--- src/rtl/instr_reg_pkg.sv ---
// Shared types and constants for the instruction register controller.
package instr_reg_pkg;

    localparam int DEPTH = 32;
    localparam int PTR_W = $clog2(DEPTH);
    localparam int CNT_W = $clog2(DEPTH) + 1;

    typedef logic signed [31:0] operand2_t;

    typedef enum logic [3:0] {
        OP_NOP = 4'd0,
        OP_ADD = 4'd1,
        OP_SUB = 4'd2,
        OP_AND = 4'd3,
        OP_OR  = 4'd4,
        OP_XOR = 4'd5,
        OP_SHL = 4'd6,
        OP_SHR = 4'd7
    } opcode_t;

    typedef logic [PTR_W-1:0] pointer2_t;

    typedef struct packed {
        opcode_t   opc;
        operand2_t opa;
        operand2_t opb;
    } instruction_t;

    typedef enum logic [1:0] {
        IDLE  = 2'd0,
        FETCH = 2'd1,
        RESP  = 2'd2
    } ctrl_state_t;

    // Advance a queue pointer; the pointer width makes 31 -> 0 wrap implicit.
    function automatic pointer2_t ptr_next(input pointer2_t p);
        return p + pointer2_t'(1);
    endfunction

endpackage

--- src/rtl/instr_reg_ctrl_rr_arb2.sv ---
// Two-way round-robin arbiter. The last-grant memory only moves on an
// accepted transfer, so a stalled winner keeps its grant.
module rr_arb2
    import instr_reg_pkg::*;
(
    input  logic       clk,
    input  logic       reset_n,
    input  logic [1:0] req,
    input  logic       accept,
    output logic [1:0] grant
);

    logic last_r;   // 1 = requester 1 was granted last

    // Grant selection: a lone requester wins; on a tie the one not granted last wins.
    always_comb begin
        grant = 2'b00;
        case (req)
            2'b01:   grant = 2'b01;
            2'b10:   grant = 2'b10;
            2'b11:   grant = last_r ? 2'b01 : 2'b10;
            default: grant = 2'b00;
        endcase
    end

    // Last-grant register; reset to requester 1 so requester 0 wins the first tie.
    always_ff @(posedge clk) begin
        if (!reset_n) begin
            last_r <= 1'b1;
        end else if (accept) begin
            last_r <= grant[1];
        end else begin
            last_r <= last_r;
        end
    end

endmodule

--- src/rtl/instr_reg_ctrl.sv ---
// Controller for a 32-entry instruction register used as a circular queue:
// two arbitrated write requesters, one read sequencer with a held response.
module instr_reg_ctrl
    import instr_reg_pkg::*;
(
    input  logic                 clk,
    input  logic                 reset_n,
    input  logic                 req0_valid,
    output logic                 req0_ready,
    input  operand2_t            req0_opa,
    input  operand2_t            req0_opb,
    input  opcode_t              req0_opc,
    input  logic                 req1_valid,
    output logic                 req1_ready,
    input  operand2_t            req1_opa,
    input  operand2_t            req1_opb,
    input  opcode_t              req1_opc,
    output logic                 load_en,
    output operand2_t            operand_a,
    output operand2_t            operand_b,
    output opcode_t              opcode,
    output pointer2_t            write_pointer,
    output pointer2_t            read_pointer,
    input  instruction_t         instruction_word,
    input  logic                 valid,
    input  logic                 rd_req,
    output logic                 rd_ack,
    output logic                 rsp_valid,
    output instruction_t         rsp_word,
    output logic                 rsp_err,
    input  logic                 rsp_ready,
    output logic [CNT_W-1:0]     count,
    output logic                 full,
    output logic                 empty
);

    logic [CNT_W-1:0] count_r;
    pointer2_t        wptr_r;
    pointer2_t        rptr_r;
    ctrl_state_t      state_r;
    ctrl_state_t      state_nxt_s;
    logic             rd_ack_s;
    logic             rd_done_s;
    logic [1:0]       grant_s;
    logic             wr_acc_s;
    logic             load_en_r;
    operand2_t        opa_r;
    operand2_t        opb_r;
    opcode_t          opc_r;
    instruction_t     rsp_word_r;
    logic             rsp_err_r;
    logic             rsp_valid_r;

    assign full  = (count_r == CNT_W'(DEPTH));
    assign empty = (count_r == CNT_W'(0));

    rr_arb2 u_arb (
        .clk     (clk),
        .reset_n (reset_n),
        .req     ({req1_valid, req0_valid}),
        .accept  (wr_acc_s),
        .grant   (grant_s)
    );

    // Readies are held low during reset so nothing is accepted into a clearing queue.
    assign req0_ready = reset_n & ~full & grant_s[0];
    assign req1_ready = reset_n & ~full & grant_s[1];
    assign wr_acc_s   = (req0_valid & req0_ready) | (req1_valid & req1_ready);

    assign rd_ack        = rd_ack_s & reset_n;
    assign load_en       = load_en_r;
    assign operand_a     = opa_r;
    assign operand_b     = opb_r;
    assign opcode        = opc_r;
    assign write_pointer = wptr_r;
    assign read_pointer  = rptr_r;
    assign rsp_valid     = rsp_valid_r;
    assign rsp_word      = rsp_word_r;
    assign rsp_err       = rsp_err_r;
    assign count         = count_r;

    // Read sequencer next-state: IDLE -> FETCH on an accepted request, FETCH -> RESP, RESP -> IDLE on handshake.
    always_comb begin
        state_nxt_s = state_r;
        rd_ack_s    = 1'b0;
        rd_done_s   = 1'b0;
        case (state_r)
            IDLE: begin
                if (rd_req && !empty) begin
                    state_nxt_s = FETCH;
                    rd_ack_s    = 1'b1;
                end else begin
                    state_nxt_s = IDLE;
                end
            end
            FETCH: begin
                state_nxt_s = RESP;
            end
            RESP: begin
                if (rsp_ready) begin
                    state_nxt_s = IDLE;
                    rd_done_s   = 1'b1;
                end else begin
                    state_nxt_s = RESP;
                end
            end
            default: begin
                state_nxt_s = IDLE;
            end
        endcase
    end

    // Read sequencer state register.
    always_ff @(posedge clk) begin
        if (!reset_n) begin
            state_r <= IDLE;
        end else begin
            state_r <= state_nxt_s;
        end
    end

    // Write port: register the granted request one cycle after acceptance; data holds otherwise.
    always_ff @(posedge clk) begin
        if (!reset_n) begin
            load_en_r <= 1'b0;
            opa_r     <= 32'sd0;
            opb_r     <= 32'sd0;
            opc_r     <= OP_NOP;
        end else if (wr_acc_s) begin
            load_en_r <= 1'b1;
            opa_r     <= grant_s[0] ? req0_opa : req1_opa;
            opb_r     <= grant_s[0] ? req0_opb : req1_opb;
            opc_r     <= grant_s[0] ? req0_opc : req1_opc;
        end else begin
            load_en_r <= 1'b0;
            opa_r     <= opa_r;
            opb_r     <= opb_r;
            opc_r     <= opc_r;
        end
    end

    // Write pointer advances once the register has taken the write.
    always_ff @(posedge clk) begin
        if (!reset_n) begin
            wptr_r <= pointer2_t'(0);
        end else if (load_en_r) begin
            wptr_r <= ptr_next(wptr_r);
        end else begin
            wptr_r <= wptr_r;
        end
    end

    // Read pointer advances when the consumer takes the response.
    always_ff @(posedge clk) begin
        if (!reset_n) begin
            rptr_r <= pointer2_t'(0);
        end else if (rd_done_s) begin
            rptr_r <= ptr_next(rptr_r);
        end else begin
            rptr_r <= rptr_r;
        end
    end

    // Occupancy counts at acceptance so the full check never lets a 33rd write slip in.
    always_ff @(posedge clk) begin
        if (!reset_n) begin
            count_r <= CNT_W'(0);
        end else begin
            case ({wr_acc_s, rd_done_s})
                2'b10:   count_r <= count_r + CNT_W'(1);
                2'b01:   count_r <= count_r - CNT_W'(1);
                default: count_r <= count_r;
            endcase
        end
    end

    // Response capture at the end of FETCH; valid tracks entry into RESP.
    always_ff @(posedge clk) begin
        if (!reset_n) begin
            rsp_word_r  <= instruction_t'(0);
            rsp_err_r   <= 1'b0;
            rsp_valid_r <= 1'b0;
        end else begin
            if (state_r == FETCH) begin
                rsp_word_r <= instruction_word;
                rsp_err_r  <= ~valid;
            end else begin
                rsp_word_r <= rsp_word_r;
                rsp_err_r  <= rsp_err_r;
            end
            rsp_valid_r <= (state_nxt_s == RESP);
        end
    end

endmodule

--- config.mk ---
export PLATFORM = sky130hd
export DESIGN_NAME = instr_reg_ctrl
export DESIGN_NICKNAME = d
export VERILOG_FILES = /design/src/rtl/instr_reg_pkg.sv /design/src/rtl/instr_reg_ctrl_rr_arb2.sv /design/src/rtl/instr_reg_ctrl.sv
export SDC_FILE = /design/constraint.sdc
export NUM_CORES = 1
export LEC_CHECK = 0
export BUFFER_PORTS_ARGS = -buffer_cell sky130_fd_sc_hd__clkbuf_2
export CORE_AREA = 2 2 145 147
export CTS_CLUSTER_SIZE = 20
export DETAILED_ROUTE_END_ITERATION = 8
export DIE_AREA = 0 0 147 149
export GPL_ROUTABILITY_DRIVEN = 0
export PLACE_DENSITY = 0.65
export SLEW_MARGIN = 25
export SYNTH_ARGS = -nofsm -noshare
export SYNTH_HDL_FRONTEND = slang
export SYNTH_SLANG_ARGS = --single-unit
--- constraint.sdc ---
create_clock -name clk -period 3 [get_ports clk]
set_input_delay 0.15 -clock clk [delete_from_list [all_inputs] [get_ports clk]]
set_output_delay 0.15 -clock clk [all_outputs]
set_load 0.03 [all_outputs]
==> results of run 1 <==
synth_stat cells (2+ instances only):
| library cell | instances | area (µm²) |
|---|---|---|
| inv_1 | 7 | 26.3 |
| buf_6 | 6 | 67.6 |
| o21ai_0 | 6 | 30.0 |
| nor2b_1 | 3 | 18.8 |
| xor2_1 | 5 | 43.8 |
| dfxtp_1 | 158 | 3160 |
| nand2b_1 | 5 | 31.3 |
| mux2i_1 | 71 | 711 |
| nor3_1 | 2 | 10.0 |
| o21a_1 | 3 | 22.5 |
| nand2_1 | 213 | 800 |
| nand3_1 | 2 | 10.0 |
| buf_1 | 7 | 26.3 |
| xnor2_1 | 7 | 61.3 |
| nand4_1 | 4 | 25.0 |
| ha_1 | 7 | 87.6 |
| buf_2 | 2 | 10.0 |
| a21boi_0 | 68 | 510 |
| and2_1 | 12 | 75.1 |
| a21oi_1 | 5 | 25.0 |
| clkbuf_1 | 44 | 165 |
| o211a_1 | 69 | 691 |
| nor2_1 | 4 | 15.0 |
| a21o_1 | 2 | 15.0 |
| nor4_1 | 2 | 12.5 |
cells by family after synthesis:
family,Yosys count,share of synthesized area (%)
xor+xnor,12,1.56
compound gates,156,19.5
fa+ha+maj,8,1.60
flops,158,47.0
simple gates,252,15.4
buf+inv,66,4.38
mux,71,10.5
stage by stage:
stage / instance area, µm² / hold WS [ns] / setup slack [ns]
2_1_floorplan: 6740 / 0.295 / 0.0306
3_3_place_gp: 8880 / 0.385 / 0.116
3_5_place_dp: 8880 / 0.393 / 0.0305
4_1_cts: 10100 / 0.00935 / 0.0600
5_1_grt: 10100 / 0.0219 / 0.0112
6_report: 10100 / 0.0221 / 0.160
sequential cells by signal (all words and copies together) (netlist names):
name and count:
load_en 1, rsp_valid 1, count 6, read_pointer 5
u_arb.last_r 1, rsp_err 1, write_pointer 5, state_r 2
operand_a 32, opcode 4, rsp_word 68, operand_b 32
worst register-to-register path, stage by stage (launching register included):
cell	delay, ns
dfxtp_1	0.31
or4_4	0.55
or3b_4	0.42
nand2_1	0.10
nor2_1	0.05
inv_1	0.05
ha_2	0.20
buf_4	0.14
ha_1	0.26
a21oi_2	0.23
o22ai_1	0.11
a21oi_2	0.14
mux2i_1	0.19
area by class of cell:
class	instances	area (µm²)	area share, %
sequential	158	3160	31.3
timing repair buffer	453	2670	26.5
clock inverter	12	128	1.26
antenna	2	5.00	0.0495
multi-input combinational	499	3320	32.9
inverter	7	26.3	0.260
clock buffer	19	443	4.38
tap	275	344	3.41
layer usage:
| metal | share of wire [%] | global-route usage (%) | vias up |
|---|---|---|---|
| li1 | - | - | 3290 |
| met3 | 8.2 | 6.27 | 29 |
| met1 | 41 | 20.3 | 2996 |
| met4 | 2.2 | 6.92 | 0 |
| met2 | 49 | 32.2 | 254 |
| met5 | 0 | 0 | - |
power groups by stage:
stage | Combinational (mW) | Sequential (mW) | Clock (mW)
3_3_place_gp | 1.03 | 2.35 | 0
2_1_floorplan | 0.395 | 2.61 | 0
5_1_grt | 1.20 | 2.32 | 2.28
6_report | 1.11 | 2.31 | 2.13
3_5_place_dp | 1.04 | 2.35 | 0
4_1_cts | 1.11 | 2.31 | 2.20
final timing paths:
path | to | slack, ns | cells past startpoint
worst max-delay path | count[5] | 0.16 | 12
worst min-delay path | rsp_word[44] | 0.02 | 3
worst max register to register | count[5] | 0.16 | 12
worst min register to register | rsp_word[31] | 0.46 | 2
what timing repair did:
action,in CTS,in global routing
gates resized for setup,1,3
hold buffers,63,0
pin swaps,0,1
endpoints found under the setup margin,1,2
endpoints found under the hold margin,63,0
==> run_results.csv, run 1 <==
group,metric,value,unit
critical_path,setup.worst_path.start,"count[0]",
pwr,p_comb_share,20.0,%
timing,finalHoldViolCount,0,
die,core,20600,µm²
timing,drv_slew,0,
critical_path,path_class,"reg -> reg",
logic_synthesis,ys_warn_count,0,
critical_path,cpMaxStageDelayCell,"or4_4",
pwr,power.share.clock,38.4,%
layout,drive_above_1_share,37.4,%
logic_synthesis,async_flop_share,0,%
grt,grt_max_degree,83,
logic_synthesis,syn_area_per_cell,9.32,µm²
timing,rsz0062_at_grt,"no",
worst_hold_path,min-delay-start,"instruction_word[44]",
grt,grt_pass1_wl,32000,µm
timing,worstMarginPinSlew,0.829,ns
place,hpwl,14500,µm
critical_path,path_cells,"or4_4, or3b_4, nand2_1, nor2_1, inv_1, ha_2, buf_4, ha_1, a21oi_2, o22ai_1, a21oi_2, mux2i_1",
timing,fin_setup_tns,0,ns
place,dp.cells,1329,
clock_network,clkLatencyLatePin,0.42,ns
detailed_routing,drt_iter0_drc,200,
clock_network,cts-htree-levels,4,
critical_path,start_kind,"flip-flop",
pwr,p_int,3.87,mW
logic_synthesis,synth_area,6740,µm²
die,io_pins,371,
clock_network,cts_tree,"built",
timing,fmax,0.352,GHz
critical_path,crit_fanout,5,
worst_hold_path,hold_class,"in -> reg",
timing,finClkSkew,0.0196,ns
place,numPortBuffers,370,
logic_synthesis,synthFlopType,"dfxtp_1",
grt,grt_overflow_total,0,
grt,grt_pass1_vias,6374,
timing,period_share,94.7,%
critical_path,critPathMostFrequentCell,"a21oi_2",
pwr,power_density,548,nW/µm²
pwr,ir_drop,0.000347,V
pwr,p_leak,5.39,nW
logic_synthesis,syn-num-nets,942,
logic_synthesis,ys_types,34,
critical_path,reg2reg_from,"count[0]",
clock_network,cts_root_buf,"clkbuf_16",
pwr,switching_share,30.1,%
status,status,"completed",
logic_synthesis,synth_edf_count,0,
critical_path,cp_top_family,"simple AND/OR/NAND/NOR gates",
detailed_routing,wl_per_cell,14.4,µm
layout,area_growth,50.0,%
flow_run,cap_violations,0,
timing,setup_viol_count_final,0,
die,rows,53,
layout,final_cell_mix,"clkbuf_2, nand2_1, dfxtp_1",
critical_path,cp.arrival,3.18,ns
detailed_routing,vias_per_cell,4.61,
layout,fill_cells,1987,
die,start_util,32.8,%
clock_network,clkTransAtPathRegs,0.07,ns
pwr,total_power,5.54,mW
critical_path,critical-path-max-stage-delay,0.55,ns
clock_network,clkSinkCount,158,
layout,final_cells,1425,
pwr,seqPwrFrac,41.7,%
die,die_x,147,µm
clock_network,cts_buffers,17,
critical_path,path_buf_inv,2,
grt,grt_use_total,18.2,%
detailed_routing,vias,6569,
timing,period_needed,2.84,ns
clock_network,cts_buffer_depth,2,
critical_path,endpoint_kind,"flip-flop",
detailed_routing,wl,20500,µm
die,dieHeight,149,µm
layout,nets,1355,
detailed_routing,first_pass_iters,4,
detailed_routing,drc,0,
clock_network,postCtsSetupBuffers,0,
logic_synthesis,yosysSeqAreaShare,47.0,%
detailed_routing,ant_nets,0,
grt,antenna_found_initial,2,
timing,relSlewSlack,44.8,%
die,dieArea,21900,µm²
layout,final_core_util,49.1,%
pwr,p_switching,1.67,mW
layout,layout_commonest_cell,"clkbuf_2",
critical_path,required,3.34,ns
logic_synthesis,syn-instance-count,723,
logic_synthesis,synth-seq-cells,158,
Note: power is estimated with default switching activity, not from simulation.
==> run 2: changes to the inputs <==
--- a/config.mk
+++ b/config.mk
@@ -5,13 +5,12 @@
 export SDC_FILE = /design/constraint.sdc
 export NUM_CORES = 1
 export LEC_CHECK = 0
-export BUFFER_PORTS_ARGS = -buffer_cell sky130_fd_sc_hd__clkbuf_2
 export CORE_AREA = 2 2 145 147
-export CTS_CLUSTER_SIZE = 20
+export CTS_CLUSTER_SIZE = 25
 export DETAILED_ROUTE_END_ITERATION = 8
 export DIE_AREA = 0 0 147 149
+export DONT_BUFFER_PORTS = 1
 export GPL_ROUTABILITY_DRIVEN = 0
-export PLACE_DENSITY = 0.65
 export SLEW_MARGIN = 25
 export SYNTH_ARGS = -nofsm -noshare
 export SYNTH_HDL_FRONTEND = slang
==> run 2 against run 1 <==
Power about the same. Fmax down 2.7%. Highest routed layer unchanged. Largest cell class unchanged. Cell count down 16%.
==> run_results.csv, run 2 (synthesis gave the netlist of run 1 again) <==
group,metric,value,unit
layout,fill_cells,1900,
status,status,"completed",
timing,fmax,0.343,GHz
clock_network,cts_buffer_depth,2,
pwr,p_leak,4.39,nW
timing,period_needed,2.92,ns
timing,relSlewSlack,48.9,%
detailed_routing,drt_iter0_drc,246,
timing,finClkSkew,0.0121,ns
clock_network,cts_buffers,17,
grt,grt_pass1_vias,6008,
detailed_routing,wl_per_cell,17.2,µm
layout,largest_reg_flops,68,
worst_hold_path,hold-path-cell-count,3,
critical_path,cp.arrival,3.23,ns
place,numPortBuffers,0,
worst_hold_path,min-delay-start,"req0_opa[14]",
layout,layout_commonest_cell,"nand2_1",
clock_network,clkTransAtPathRegs,0.07,ns
detailed_routing,drc,0,
clock_network,cts_tree,"built",
clock_network,postCtsSetupBuffers,0,
die,core,20600,µm²
clock_network,cts-htree-levels,4,
grt,grt_overflow_total,0,
place,hpwl,12300,µm
clock_network,cts_root_buf,"clkbuf_16",
grt,antenna_found_initial,2,
critical_path,path_class,"reg -> reg",
timing,worstMarginPinSlew,0.764,ns
flow_run,cap_violations,0,
clock_network,clkSinkCount,158,
die,dieArea,21900,µm²
die,io_pins,371,
critical_path,start_kind,"flip-flop",
die,rows,53,
critical_path,required,3.31,ns
timing,rsz0062_at_grt,"no",
critical_path,crit_fanout,67,
grt,grt_use_total,18.0,%
layout,final_cell_mix,"nand2_1, dlygate4sd3_1, dfxtp_1",
timing,setup_viol_count_final,0,
critical_path,reg2reg_slack,0.08,ns
layout,nets,1119,
detailed_routing,vias,5839,
layout,final_cells,1191,
layout,multiInputGateArea,3340,µm²
detailed_routing,ant_nets,0,
pwr,ir_drop,0.000296,V
die,die_x,147,µm
pwr,power_density,575,nW/µm²
place,dp.cells,959,
layout,final_cell_area,9640,µm²
detailed_routing,vias_per_cell,4.90,
critical_path,rr_endpoint,"opcode[3]",
grt,grt_max_degree,161,
die,start_util,32.8,%
worst_hold_path,hold_class,"in -> reg",
layout,drive_above_1_share,6.68,%
critical_path,worst_r2r_path_depth,7,
layout,seq_area,3160,µm²
critical_path,endpoint_kind,"flip-flop",
detailed_routing,first_pass_iters,4,
critical_path,reg2reg_from,"count[0]",
worst_hold_path,whs_endpoint,"operand_a[14]",
timing,drv_slew,0,
timing,period_share,97.2,%
timing,fin_setup_tns,0,ns
detailed_routing,wl,20500,µm
place,dpl-instance-area,7020,µm²
clock_network,clkLatencyLatePin,0.42,ns
die,dieHeight,149,µm
grt,grt_pass1_wl,31200,µm
timing,finalHoldViolCount,0,
layout,area_growth,43.0,%
## run 2: area by class of cell
class                   count  share of cell area [%]
repair buffers            217                    22.5
inverters                   7                   0.273
flip-flops and latches    158                    32.8
multi-input cells         499                    34.6
clock buffers              19                    4.70
clock inverters            13                    1.47
diodes                      3                  0.0779
well taps                 275                    3.57
## run 2: worst max-delay path by stage
stage	start	endpoint	slack, ns	depth (start not counted)
global route	count[0]	count[5]	0.01	12
detailed placement	count[0]	count[5]	0.05	12
floorplan	count[0]	count[5]	0.03	12
CTS	count[0]	count[5]	0.03	12
global placement	count[0]	count[5]	0.1	12
finish	count[0]	opcode[3]	0.08	7
## run 2: stage by stage
| stage | util, % | hold WS [ns] | setup WS (ns) | power (mW) |
|---|---|---|---|---|
| 3_5_place_dp | 34.1 | 0.289 | 0.0526 | 3.10 |
| 6_report | 46.9 | 0.0190 | 0.0828 | 5.54 |
| 5_1_grt | 46.9 | 0.0140 | 0.0117 | 5.77 |
| 2_1_floorplan | - | 0.295 | 0.0306 | 3.00 |
| 3_3_place_gp | 34.1 | 0.280 | 0.0974 | 3.09 |
| 4_1_cts | 46.6 | 0.000327 | 0.0297 | 5.58 |
## run 2: timing repair
item,4_1_cts,5_1_grt
hold buffers,195,2
setup endpoints to repair,0,2
hold endpoints to repair,158,2
gates resized for setup,0,4
## run 2: critical path: stages, from the launching register on
cell and delay [ns]:
dfxtp_1 0.31, or4_1 0.56, or3b_4 0.40, buf_4 0.16, o21a_4 0.26, buf_12 0.25, o211a_1 0.25, dlygate4sd3_1 0.55
## run 2: layer usage
metal,GRT usage [%],vias to the layer above,share of wire [%]
li1,-,2831,-
met1,18.6,2708,38
met2,32.1,269,50
met3,7.09,31,9.8
met4,8.32,0,2.4
met5,0,-,0
## run 2: power breakdown
| part | switching [mW] | leakage, nW | internal (mW) |
|---|---|---|---|
| Clock | 0.966 | 0.297 | 1.22 |
| Sequential | 0.358 | 1.30 | 2.23 |
| Combinational | 0.334 | 2.80 | 0.420 |
==> run 3: changes to the inputs <==
--- a/config.mk
+++ b/config.mk
@@ -11,7 +11,8 @@
 export DIE_AREA = 0 0 147 149
 export DONT_BUFFER_PORTS = 1
 export GPL_ROUTABILITY_DRIVEN = 0
-export SLEW_MARGIN = 25
+export HOLD_SLACK_MARGIN = 0.1
+export SLEW_MARGIN = 10
 export SYNTH_ARGS = -nofsm -noshare
 export SYNTH_HDL_FRONTEND = slang
 export SYNTH_SLANG_ARGS = --single-unit
==> run 3 against run 2 <==
The flow now stops in 4_1_cts. Synthesized area stayed put. Synthesized cell count did not move.
==> run_results.csv, run 3 <==
group,metric,value,unit
logic_synthesis,yosysSeqAreaShare,47.0,%
clock_network,cts_resized,0,
logic_synthesis,yosysTopAreaCell,"dfxtp_1",
clock_network,cts-htree-levels,4,
logic_synthesis,synth-seq-cells,158,
logic_synthesis,synth_top_area_share,47.0,%
logic_synthesis,synth_common_cells,"nand2_1, dfxtp_1, mux2i_1, o211a_1, a21boi_0",
clock_network,cts_buffers,17,
place,numPortBuffers,0,
logic_synthesis,syn-instance-count,723,
clock_network,postCtsHoldBufs,199,
logic_synthesis,synth_edf_count,0,
die,io_pins,371,
logic_synthesis,syn-num-nets,942,
clock_network,cts_root_buf,"clkbuf_16",
logic_synthesis,ys_warn_count,0,
status,error,"[ERROR RSZ-0060] Max buffer count reached.",
clock_network,postCtsSetupBuffers,0,
place,hpwl,12300,µm
logic_synthesis,synthFlopType,"dfxtp_1",
die,rows,53,
logic_synthesis,syn_area_per_cell,9.32,µm²
logic_synthesis,ys_types,34,
clock_network,clkSinkCount,158,
die,die_x,147,µm
logic_synthesis,netlist_top_cells_area,"dfxtp_1, nand2_1, mux2i_1, o211a_1, a21boi_0",
logic_synthesis,async_flop_share,0,%
clock_network,cts_buffer_depth,2,
place,dpl-instance-area,7020,µm²
logic_synthesis,synth_area,6740,µm²
status,lastStage,"4_1_cts",
status,status,"did not finish",
die,start_util,32.8,%
die,dieHeight,149,µm
logic_synthesis,synth_most_common_cell,"nand2_1",
## run 3: cell counts after synthesis
No cell type changed its count.
## run 3: kinds of logic after synthesis
kind of cell / share of synthesized area (%)
xor gates and xnor gates: 1.56
buffers and inverters: 4.38
DFF: 47.0
adders and majority gates: 1.60
AOI/OAI and AO/OA: 19.5
and+or+nand+nor: 15.4
muxes: 10.5
## run 3: through the flow
| step | std cells | utilization, % | worst slack, ns | hold slack, ns |
|---|---|---|---|---|
| 2_1_floorplan | 723 | - | 0.0306 | 0.295 |
| 3_3_place_gp | 959 | 34.1 | 0.0974 | 0.280 |
| 3_5_place_dp | 959 | 34.1 | 0.0526 | 0.289 |
==> run 4: changes to the inputs <==
--- a/config.mk
+++ b/config.mk
@@ -5,13 +5,12 @@
 export SDC_FILE = /design/constraint.sdc
 export NUM_CORES = 1
 export LEC_CHECK = 0
-export CORE_AREA = 2 2 145 147
-export CTS_CLUSTER_SIZE = 25
+export CORE_MARGIN = 2
+export CORE_UTILIZATION = 30
 export DETAILED_ROUTE_END_ITERATION = 8
-export DIE_AREA = 0 0 147 149
 export DONT_BUFFER_PORTS = 1
 export GPL_ROUTABILITY_DRIVEN = 0
-export HOLD_SLACK_MARGIN = 0.1
+export PLACE_DENSITY_LB_ADDON = 0.15
 export SLEW_MARGIN = 10
 export SYNTH_ARGS = -nofsm -noshare
 export SYNTH_HDL_FRONTEND = slang
==> constraint.sdc (replaced) <==
create_clock -name clk -period 3.9 [get_ports clk]
set_input_delay 0.195 -clock clk [delete_from_list [all_inputs] [get_ports clk]]
set_output_delay 0.195 -clock clk [all_outputs]
set_load 0.03 [all_outputs]
==> run 4 against run 3 <==
The flow now finishes without violations.
==> run_results.csv, run 4 (synthesis gave the netlist of run 1 again) <==
group,metric,value,unit
status,status,"completed",
die,start_util,30.7,%
layout,layout_commonest_cell,"nand2_1",
flow_run,cap_violations,0,
detailed_routing,drc,0,
die,dieArea,23700,µm²
timing,worstMarginPinSlew,0.837,ns
timing,final.setup.worst_slack,0.573,ns
place,dp_slack,0.619,ns
grt,antenna_found_initial,0,
die,core,22000,µm²
critical_path,reg2reg_slack,0.57,ns
layout,final_cell_area,8300,µm²
critical_path,endpoint_kind,"flip-flop",
pwr,total_power,4.15,mW
timing,rsz0062_at_grt,"no",
pwr,power_density,499,nW/µm²
grt,grt_pass1_vias,5242,
critical_path,reg2reg_from,"count[1]",
timing,drv_slew,0,
detailed_routing,wl,19000,µm
pwr,ir_drop,0.000311,V
timing,relSlewSlack,44.2,%
layout,area_growth,23.2,%
clock_network,cts_root_buf,"clkbuf_16",
pwr,p_leak,3.82,nW
clock_network,clkSinkCount,158,
timing,hold_ws,0.0321,ns
place,numPortBuffers,0,
detailed_routing,drt_iter0_drc,244,
timing,setup_viol_count_final,0,
detailed_routing,wl_per_cell,18.0,µm
die,rows,54,
clock_network,clkTransAtPathRegs,0.07,ns
timing,period_share,85.3,%
layout,fill_cells,2185,
grt,grt_use_total,15.6,%
layout,final_cell_mix,"nand2_1, dfxtp_1, dlygate4sd3_1",
detailed_routing,vias_per_cell,4.92,
clock_network,cts-htree-levels,4,
layout,largest_reg_flops,68,
critical_path,worst_r2r_path_depth,12,
clock_network,cts_tree,"built",
worst_hold_path,hold-path-cell-count,3,
detailed_routing,ant_nets,0,
grt,grt_pass1_wl,28800,µm
layout,nets,985,
critical_path,crit_fanout,8,
layout,drive_above_1_share,5.91,%
grt,grt_max_degree,161,
clock_network,cts_buffers,17,
timing,finClkSkew,0.0106,ns
worst_hold_path,min-delay-start,"req0_opa[28]",
clock_network,postCtsSetupBuffers,0,
timing,fmax,0.301,GHz
critical_path,cp.arrival,3.64,ns
timing,fin_setup_tns,0,ns
timing,finalHoldViolCount,0,
detailed_routing,first_pass_iters,7,
critical_path,required,4.21,ns
place,hpwl,13300,µm
clock_network,cts_buffer_depth,2,
critical_path,path_class,"reg -> reg",
die,die_x,154,µm
layout,final_core_util,37.8,%
layout,num_antenna_cells,0,
die,io_pins,371,
place,dpl-instance-area,6920,µm²
layout,final_cells,1059,
timing,period_needed,3.33,ns
critical_path,start_kind,"flip-flop",
detailed_routing,vias,5210,
worst_hold_path,whs_endpoint,"operand_a[28]",
clock_network,clkLatencyLatePin,0.42,ns
critical_path,rr_endpoint,"count[3]",
clock_network,cts_resized,0,
grt,grt_overflow_total,0,
worst_hold_path,hold_class,"in -> reg",
place,dp.cells,952,
die,dieHeight,154,µm
[run 4: metal layers]
metal / global-route usage [%] / wire length (µm)
met5: 0 / 0
met2: 27.9 / 9550
met4: 5.61 / 374
met1: 16.0 / 7000
met3: 7.10 / 2120
[run 4: where the power goes]
part	switching (mW)	internal (mW)	total, mW	leakage, nW
registers	0.282	1.72	2.00	1.30
logic	0.220	0.208	0.428	2.22
clock network	0.791	0.928	1.72	0.298
total	1.29	2.85	4.15	3.82
[run 4: worst max-delay path by stage]
stage	from	end	slack, ns	cells past startpoint
floorplan	count[0]	count[5]	0.93	12
global placement	count[1]	count[5]	0.71	12
detailed placement	count[1]	count[5]	0.62	12
CTS	count[1]	count[5]	0.58	12
global route	count[1]	count[3]	0.33	12
finish	count[1]	count[3]	0.57	12
[run 4: repair_timing]
item	4_1_cts	5_1_grt
hold buffers	75	0
hold endpoints to repair	158	0
endpoints found under the setup margin	0	0
[run 4: cell type report]
| type | count | area [µm²] | share of cell area [%] |
|---|---|---|---|
| clock inverter | 15 | 189 | 2.28 |
| multi-input combinational | 499 | 3310 | 39.8 |
| sequential | 158 | 3160 | 38.1 |
| inverter | 7 | 26.3 | 0.317 |
| timing repair buffer | 83 | 841 | 10.1 |
| tap | 280 | 350 | 4.22 |
| clock buffer | 17 | 425 | 5.12 |
[run 4: worst max-delay path, cell delays in order, from the launching register on]
cell,delay (ns)
dfxtp_1,0.46
or4_1,0.59
or3b_4,0.43
nand2_1,0.13
nor2_1,0.07
inv_1,0.05
ha_1,0.31
ha_1,0.30
a21o_1,0.18
a21oi_1,0.28
xor2_1,0.17
o21ai_0,0.08
and2_1,0.16
